==> src/rtl/default_slave.sv <==
// -----------------------------------------------------------------------------
// default_slave
//
// Terminating AXI slave for transactions that decode to no mapped slave.
// Every write burst is drained and answered with a single DECERR response.
// Every read burst is answered with LEN+1 beats of zero data marked DECERR.
// The write and read sides are independent and may be busy together.
//
// Handshake rule: a transfer happens on a rising clk edge where both valid
// and ready are high. Once this block raises a valid, the valid and its
// payload stay unchanged until the matching ready is seen.
//
// Ports
//   clk, rst                         clock, asynchronous active-high reset
//   DS_AWID/AWADDR/AWLEN/AWValid     write address in   (AWReady out)
//   DS_WData/WStrb/WLast/WValid      write data in      (WReady out), discarded
//   DS_BID/BResp/BValid              write response out (BReady in)
//   DS_ARID/ARADDR/ARLEN/ARValid     read address in    (ARReady out)
//   DS_RID/RData/RResp/RLast/RValid  read data out      (RReady in)
//
// All outputs are decoded from state and capture registers only, so there is
// no combinational path from any input to any output.
// -----------------------------------------------------------------------------
module default_slave #(
    parameter int ID_W   = 8,
    parameter int ADDR_W = 32,
    parameter int DATA_W = 32,
    parameter int STRB_W = 4,
    parameter int LEN_W  = 4
) (
    input  logic              clk,
    input  logic              rst,

    input  logic [ID_W-1:0]   DS_AWID,
    input  logic [ADDR_W-1:0] DS_AWADDR,
    input  logic [LEN_W-1:0]  DS_AWLEN,
    input  logic              DS_AWValid,
    output logic              DS_AWReady,

    input  logic [DATA_W-1:0] DS_WData,
    input  logic [STRB_W-1:0] DS_WStrb,
    input  logic              DS_WLast,
    input  logic              DS_WValid,
    output logic              DS_WReady,

    output logic [ID_W-1:0]   DS_BID,
    output logic [1:0]        DS_BResp,
    output logic              DS_BValid,
    input  logic              DS_BReady,

    input  logic [ID_W-1:0]   DS_ARID,
    input  logic [ADDR_W-1:0] DS_ARADDR,
    input  logic [LEN_W-1:0]  DS_ARLEN,
    input  logic              DS_ARValid,
    output logic              DS_ARReady,

    output logic [ID_W-1:0]   DS_RID,
    output logic [DATA_W-1:0] DS_RData,
    output logic [1:0]        DS_RResp,
    output logic              DS_RLast,
    output logic              DS_RValid,
    input  logic              DS_RReady
);

    localparam logic [1:0] RESP_DECERR = 2'b11;

    typedef enum logic [1:0] {
        W_IDLE = 2'd0,
        W_DATA = 2'd1,
        W_RESP = 2'd2
    } w_state_t;

    typedef enum logic [0:0] {
        R_IDLE = 1'b0,
        R_DATA = 1'b1
    } r_state_t;

    w_state_t         w_state, w_next;
    r_state_t         r_state, r_next;
    logic [ID_W-1:0]  bid_q;
    logic [ID_W-1:0]  rid_q;
    logic [LEN_W-1:0] len_q;
    logic [LEN_W-1:0] beat_cnt;

    logic aw_hs, w_last_hs, ar_hs, r_hs, r_last;

    // Address, burst length on the write side and write payload carry no
    // information for a terminating slave; fold them into one sink net.
    logic unused_inputs;
    assign unused_inputs = ^{DS_AWADDR, DS_AWLEN, DS_WData, DS_WStrb, DS_ARADDR};

    assign aw_hs     = (w_state == W_IDLE) && DS_AWValid;
    assign w_last_hs = (w_state == W_DATA) && DS_WValid && DS_WLast;
    assign ar_hs     = (r_state == R_IDLE) && DS_ARValid;
    assign r_hs      = (r_state == R_DATA) && DS_RReady;
    assign r_last    = (beat_cnt == len_q);

    // ---------------------------------------------------------------- write FSM
    always_ff @(posedge clk or posedge rst) begin
        if (rst) begin
            w_state <= W_IDLE;
        end else begin
            w_state <= w_next;
        end
    end

    always_comb begin
        w_next = w_state;
        case (w_state)
            W_IDLE:  if (DS_AWValid) w_next = W_DATA;
            // Burst end is decided by WLast alone; AWLEN is not cross-checked.
            W_DATA:  if (DS_WValid && DS_WLast) w_next = W_RESP;
            W_RESP:  if (DS_BReady) w_next = W_IDLE;
            default: w_next = W_IDLE;
        endcase
    end

    always_comb begin
        DS_AWReady = 1'b0;
        DS_WReady  = 1'b0;
        DS_BValid  = 1'b0;
        DS_BID     = '0;
        DS_BResp   = 2'b00;
        case (w_state)
            W_IDLE: DS_AWReady = 1'b1;
            W_DATA: DS_WReady  = 1'b1;
            W_RESP: begin
                DS_BValid = 1'b1;
                DS_BID    = bid_q;
                DS_BResp  = RESP_DECERR;
            end
            default: ;
        endcase
    end

    always_ff @(posedge clk or posedge rst) begin
        if (rst) begin
            bid_q <= '0;
        end else if (aw_hs) begin
            bid_q <= DS_AWID;
        end
    end

    // ----------------------------------------------------------------- read FSM
    always_ff @(posedge clk or posedge rst) begin
        if (rst) begin
            r_state <= R_IDLE;
        end else begin
            r_state <= r_next;
        end
    end

    always_comb begin
        r_next = r_state;
        case (r_state)
            R_IDLE:  if (DS_ARValid) r_next = R_DATA;
            R_DATA:  if (DS_RReady && r_last) r_next = R_IDLE;
            default: r_next = R_IDLE;
        endcase
    end

    always_comb begin
        DS_ARReady = 1'b0;
        DS_RValid  = 1'b0;
        DS_RID     = '0;
        DS_RData   = '0;
        DS_RResp   = 2'b00;
        DS_RLast   = 1'b0;
        case (r_state)
            R_IDLE: DS_ARReady = 1'b1;
            R_DATA: begin
                DS_RValid = 1'b1;
                DS_RID    = rid_q;
                DS_RResp  = RESP_DECERR;
                DS_RLast  = r_last;
            end
            default: ;
        endcase
    end

    always_ff @(posedge clk or posedge rst) begin
        if (rst) begin
            rid_q    <= '0;
            len_q    <= '0;
            beat_cnt <= '0;
        end else if (ar_hs) begin
            rid_q    <= DS_ARID;
            len_q    <= DS_ARLEN;
            beat_cnt <= '0;
        end else if (r_hs && !r_last) begin
            // Holding on the last beat keeps a 16-beat burst from wrapping.
            beat_cnt <= beat_cnt + LEN_W'(1);
        end
    end

endmodule
==> config.mk <==
export PLATFORM = sky130hd
export DESIGN_NAME = default_slave
export DESIGN_NICKNAME = d
export VERILOG_FILES = /design/src/rtl/default_slave.sv
export SDC_FILE = /design/constraint.sdc
export NUM_CORES = 1
export LEC_CHECK = 0
export ABC_AREA = 1
export CAP_MARGIN = 20
export CORE_ASPECT_RATIO = 0.9
export CORE_MARGIN = 3
export CORE_UTILIZATION = 27
export CTS_CLUSTER_DIAMETER = 30
export DETAILED_ROUTE_END_ITERATION = 10
export GPL_ROUTABILITY_DRIVEN = 0
export PLACE_DENSITY = 0.85
export SYNTH_ARGS = -nofsm -noshare
export SYNTH_HDL_FRONTEND = slang
export SYNTH_SLANG_ARGS = --single-unit
export TNS_END_PERCENT = 100
==> constraint.sdc <==
create_clock -name clk -period 1.7 [get_ports clk]
set_clock_uncertainty 0.15 [all_clocks]
set_input_delay 0.34 -clock clk [delete_from_list [all_inputs] [get_ports clk]]
set_output_delay 0.34 -clock clk [all_outputs]
set_load 0.02 [all_outputs]
### Word level (Yosys, flattened, before mapping)

Index checks and enable logic that the tools add are counted.

* flip-flop bits (word level): 27
* bits of input ports: 132
* output and inout port bits: 58

* add/subtract/negate cells: 1
* equality and inequality tests: 6
* mux-type cells: 19
* bitwise operators: 1
* reduce and logical (&&, ||, !) cells: 10

Operators with widths (number)
* 2-to-1 mux 8 bit: 2
* 2-to-1 mux 2 bit: 5
* 2-to-1 mux 1 bit: 8
* 2-to-1 mux 4 bit: 2
* logical AND 1 bit: 6
* one-hot mux 2 bit (3 select lines): 1
* adder 4 x 1 -> 4 bit, second input constant: 1
* equality test 4 bit: 1
* != test 2 bit, second input constant: 2
* AND reduction 3 bit: 1
* equality test 2 x 1 -> 1 bit, second input constant: 1
* equality test 2 bit, second input constant: 1
* logical NOT 2 bit: 1
* != test 2 x 1 -> 1 bit, second input constant: 1
* one-hot mux 1 bit (2 select lines): 1
* nonzero test 2 bit: 1
* logical NOT 1 bit: 1
* inverter 1 bit: 1

### Depth between registers and ports, before layout

Gate-level depths: netlist of the first run.

* depth after elaboration: 5
* gate-level depth with buffers: 8

### Worst setup path after synthesis of the first run

Ideal clock, no wire load.

* path kind: reg2out
* start point: register w_state[0]
* end point: output DS_BID[0]
* data arrival time: 1.271 ns
* data required time: 1.210 ns
* path slack: -0.061 ns
* cell stages (with the launch flop): 4
* cells stage by stage: dfrtp_1 > nor2_1 > inv_2 > nor2_1

* longest elaborated chain between the ends: 2

RTL lines
* from (decl): RTL line 78 `w_state_t w_state, w_next;`
* from (signal assigned): RTL line 103 `w_state <= w_next;`
* equality test 2 bit: RTL line 124 `case (w_state)`
* 2-to-1 mux 8 bit: RTL line 124
* to (decl): RTL line 46 `output logic [ID_W-1:0] DS_BID,`

Every way passes these cells.

### Worst setup path in the final report of the first run

* start point: register beat_cnt[1]
* end point: output DS_RLast

* longest elaborated chain between the ends: 2

RTL lines
* from (decl): RTL line 83 `logic [LEN_W-1:0] beat_cnt;`
* from (signal assigned): RTL line 192 `beat_cnt <= beat_cnt + LEN_W'(1);`
* equality test 4 bit: RTL line 96 `assign r_last = (beat_cnt == len_q);`
* 2-to-1 mux 1 bit: RTL line 169 `case (r_state)`
* to (decl): RTL line 60 `output logic DS_RLast,`

Every way passes these cells.

==> metrics.txt, run 1 <==
Area Overhead vs Synth=36.7%; Adder-Cell Fraction of Synth Area=less than 1%; crit path kind=reg2out; Longest Clk Path Bufs=2; largest net degree at the start of global routing=28; final slew viol count=0; mean post-synth cell area=between 8 and 9 µm²; Syn Std Cell Area=roughly 1600 µm²; initial antenna violation count=0; Final nets=391; wire length per cell=slightly above 10 µm; Initial DRC Count=40; synthesized netlist cell count=approximately 190; #FFs+latches synth=27; yosys warns=0; CP required=between 1000 and 1500 ps; global route overflow=0; Max Fclk=just under 600 MHz; CP peak stage delay=just under 400 ps; Max VDD drop=around 0.00069 V; post-route clock period utilization=101%; vias in the first global route=about 1,200; Die X=87.2 µm; cell family with most CP delay=simple AND/OR/NAND/NOR gates; leading area contributor after synthesis=dfrtp_1; Die ar.=6900 µm²; Leak=about 1.2 nW; largest cells by area after synthesis=dfrtp_1, buf_4, inv_1, nand2_1, nor2_1; worst path cell trace=inv_1 -> nand2_1 -> nand2_2 -> nor2_4 -> nand2_4 -> nor2_4 -> buf_6; buffers plus inverters on the worst setup path=2; first-pass GRT wire length=5.31 mm; post-synth top area share=a little over two fifths; Synth Area in XOR/XNOR=1.09%; Seq/Total Area, Yosys=around 42%; Final Instance Area=2190 µm²; asr flop ratio synth=100%; dpl cell area=2170 µm²; type of element capturing the critical path=output pin; RR Startpoint=w_state[1]$_DFFE_PP0P_; chip height=~79 µm; # IOs=190; multiplexer share of the synthesized area=roughly 5.6%; critical path launch point type=flip-flop; Synth top cells by count=buf_4, inv_1, dfrtp_1; final worst setup slack=-22.8 ps; largest family of logic cells by synthesized area=buffers and inverters; EDFF count, synth=0; initial core utilization=around 29%; CTS tree=built; critical path peak fanout=3; Post-Synth Simple-Gate Area=a little under 20%; post-synthesis cell type count=22; Routed Antenna Nets=0; Critical Path Start=beat_cnt[1]$_DFFE_PP0P_; count leader, synth=buf_4; critical path data arrival time=1230 ps; Vias/cell=between 3 and 4; total CTS buffers=3; final hold vios=0; vias=approximately 1,300; Reg clk slew, reported paths=roughly 90 ps; Antenna Cells=0; fin util=between 30% and 40%; layout filler cell count=between 500 and 600; worst hold path class=in2async; run status=finished with violations; clock root buffer=clkbuf_8; # rows=25; DP HPWL=about 2.6 mm; Compound-Gate Fraction of Synth Area=between 4 and 5%; Primary FF master, synth=dfrtp_1; failing checks=setup timing; Pre-Repair DR Iteration Count=4; ratio of cells with drive above 1 in the final layout=26.1%; Max stage delay cell, worst path=dfrtp_1; PD cells=1630 nW/µm²; H-Tree Depth=1; Clk Latency, worst-skew pair=roughly 270 ps; Total Wirelength=3.32 mm; cell mode on critical path=nor2_4; clk sinks=27; core area=roughly 5500 µm²; Max Cap Viol=0; IO Port Bufs=between 50 and 60; DRC Markers=0; Final min period=roughly 1700 ps; final setup violation count=1; GRT Overall Usage=between 9 and 10%; RSZ-0062 raised after global routing=yes
==> metal layers <==
layer  global-route usage (%)  routed length, µm  vias to the layer above
met5                        0                  0                        -
met3                     4.77                402                        3
met2                     17.2               1680                       59
li1                         -                  -                      638
met4                     1.69                 10                        0
met1                     10.5               1230                      552
==> final timing paths <==
kind	slack, ps	cells after the start	to
max in group asynchronous	870	3	rid_q[1]$_DFFE_PP0P_
hold / removal	260	3	bid_q[6]$_DFFE_PP0P_
setup reg to reg	220	7	bid_q[4]$_DFFE_PP0P_
setup / recovery	-20	7	DS_RLast
min in group clk	350	1	rid_q[4]$_DFFE_PP0P_
hold reg to reg	350	1	rid_q[4]$_DFFE_PP0P_
==> cell type report <==
class | instances | area (µm²) | area share [%]
well taps | 67 | 83.8 | 3.83
repair buffers | 71 | 601 | 27.4
clock buffers | 3 | 41.3 | 1.88
clock inverters | 1 | 7.51 | 0.343
flip-flops and latches | 27 | 676 | 30.8
inverters | 32 | 123 | 5.60
multi-input cells | 123 | 659 | 30.1
==> what timing repair did <==
item | in CTS | in global routing
resized for setup | 96 | 27
endpoints found under the hold margin | 0 | 0
hold buffers | 0 | 0
pin swaps | 0 | 2
setup endpoints to repair | 26 | 18
buffers inserted | 1 | 1
==> sequential cells by signal, indices dropped and copies added, names as in the netlist <==
| signal | count |
|---|---|
| bid_q | 8 |
| beat_cnt | 4 |
| len_q | 4 |
| rid_q | 8 |
| r_state | 1 |
| w_state | 2 |
==> worst register-to-register path, stage by stage (launching register included) <==
cell,delay (ps)
dfrtp_1,400
buf_4,130
buf_4,120
nor2_2,90
buf_4,120
nand2_2,160
nor2_1,150
a21oi_1,50
==> placed cells by master (no fill, tap or decap), drive strengths merged, types with 2 or more instances in the layout <==
master / netlist / routed
o22ai: 2 / 2
buf: 40 / 40
conb: 1 / 32
mux2: 8 / 8
dfrtp: 27 / 27
clkbuf: 0 / 3
nand2: 31 / 31
clkdlybuf4s15: 0 / 3
a21oi: 13 / 13
nor2: 25 / 25
xor2: 2 / 2
clkdlybuf4s50: 0 / 27
inv: 32 / 32
nand3: 7 / 7
==> report_power, final <==
group          internal, mW  switching (mW)
Sequential            0.936           0.146
Clock                 0.166           0.201
Combinational         0.905            1.23
==> per-stage QoR <==
step           setup WS (ps)  total power, mW  setup TNS [ps]  hold WS, ps  std cells
2_1_floorplan           91.4             2.44               0          243        222
3_3_place_gp            -248             3.23           -1320          324        319
3_5_place_dp            -280             3.30           -1760          334        319
4_1_cts                 -157             3.54            -172          273        323
5_1_grt                 -120             3.89            -406          293        324
6_report               -22.8             3.58           -22.8          263        324
==> logic make-up (layout without fill, tap and decap cells) <==
kind of cell             Yosys count  in the layout
multiplexers                       8              8
buffers and inverters             72            107
AO/OA/AOI/OAI                     15             15
other                              1             32
adder cells (fa/ha/maj)            1              1
XOR/XNOR                           2              2
AND/OR/NAND/NOR                   65             65
flip-flops                        27             27
(Power assumes the default switching activity.)
==> run 2: changes to the inputs <==
--- a/config.mk
+++ b/config.mk
@@ -6,6 +6,7 @@
 export NUM_CORES = 1
 export LEC_CHECK = 0
 export ABC_AREA = 1
+export ABC_CLOCK_PERIOD_IN_PS = 1700
 export CAP_MARGIN = 20
 export CORE_ASPECT_RATIO = 0.9
 export CORE_MARGIN = 3
==> results of run 2 <==
The final DEF is identical to that of run 1; final timing and power are the same.
==> run 3: changes to the inputs <==
--- a/config.mk
+++ b/config.mk
@@ -7,7 +7,6 @@
 export LEC_CHECK = 0
 export ABC_AREA = 1
 export ABC_CLOCK_PERIOD_IN_PS = 1700
-export CAP_MARGIN = 20
 export CORE_ASPECT_RATIO = 0.9
 export CORE_MARGIN = 3
 export CORE_UTILIZATION = 27
==> results of run 3 <==
The final DEF is identical to that of run 1; final timing and power are the same.
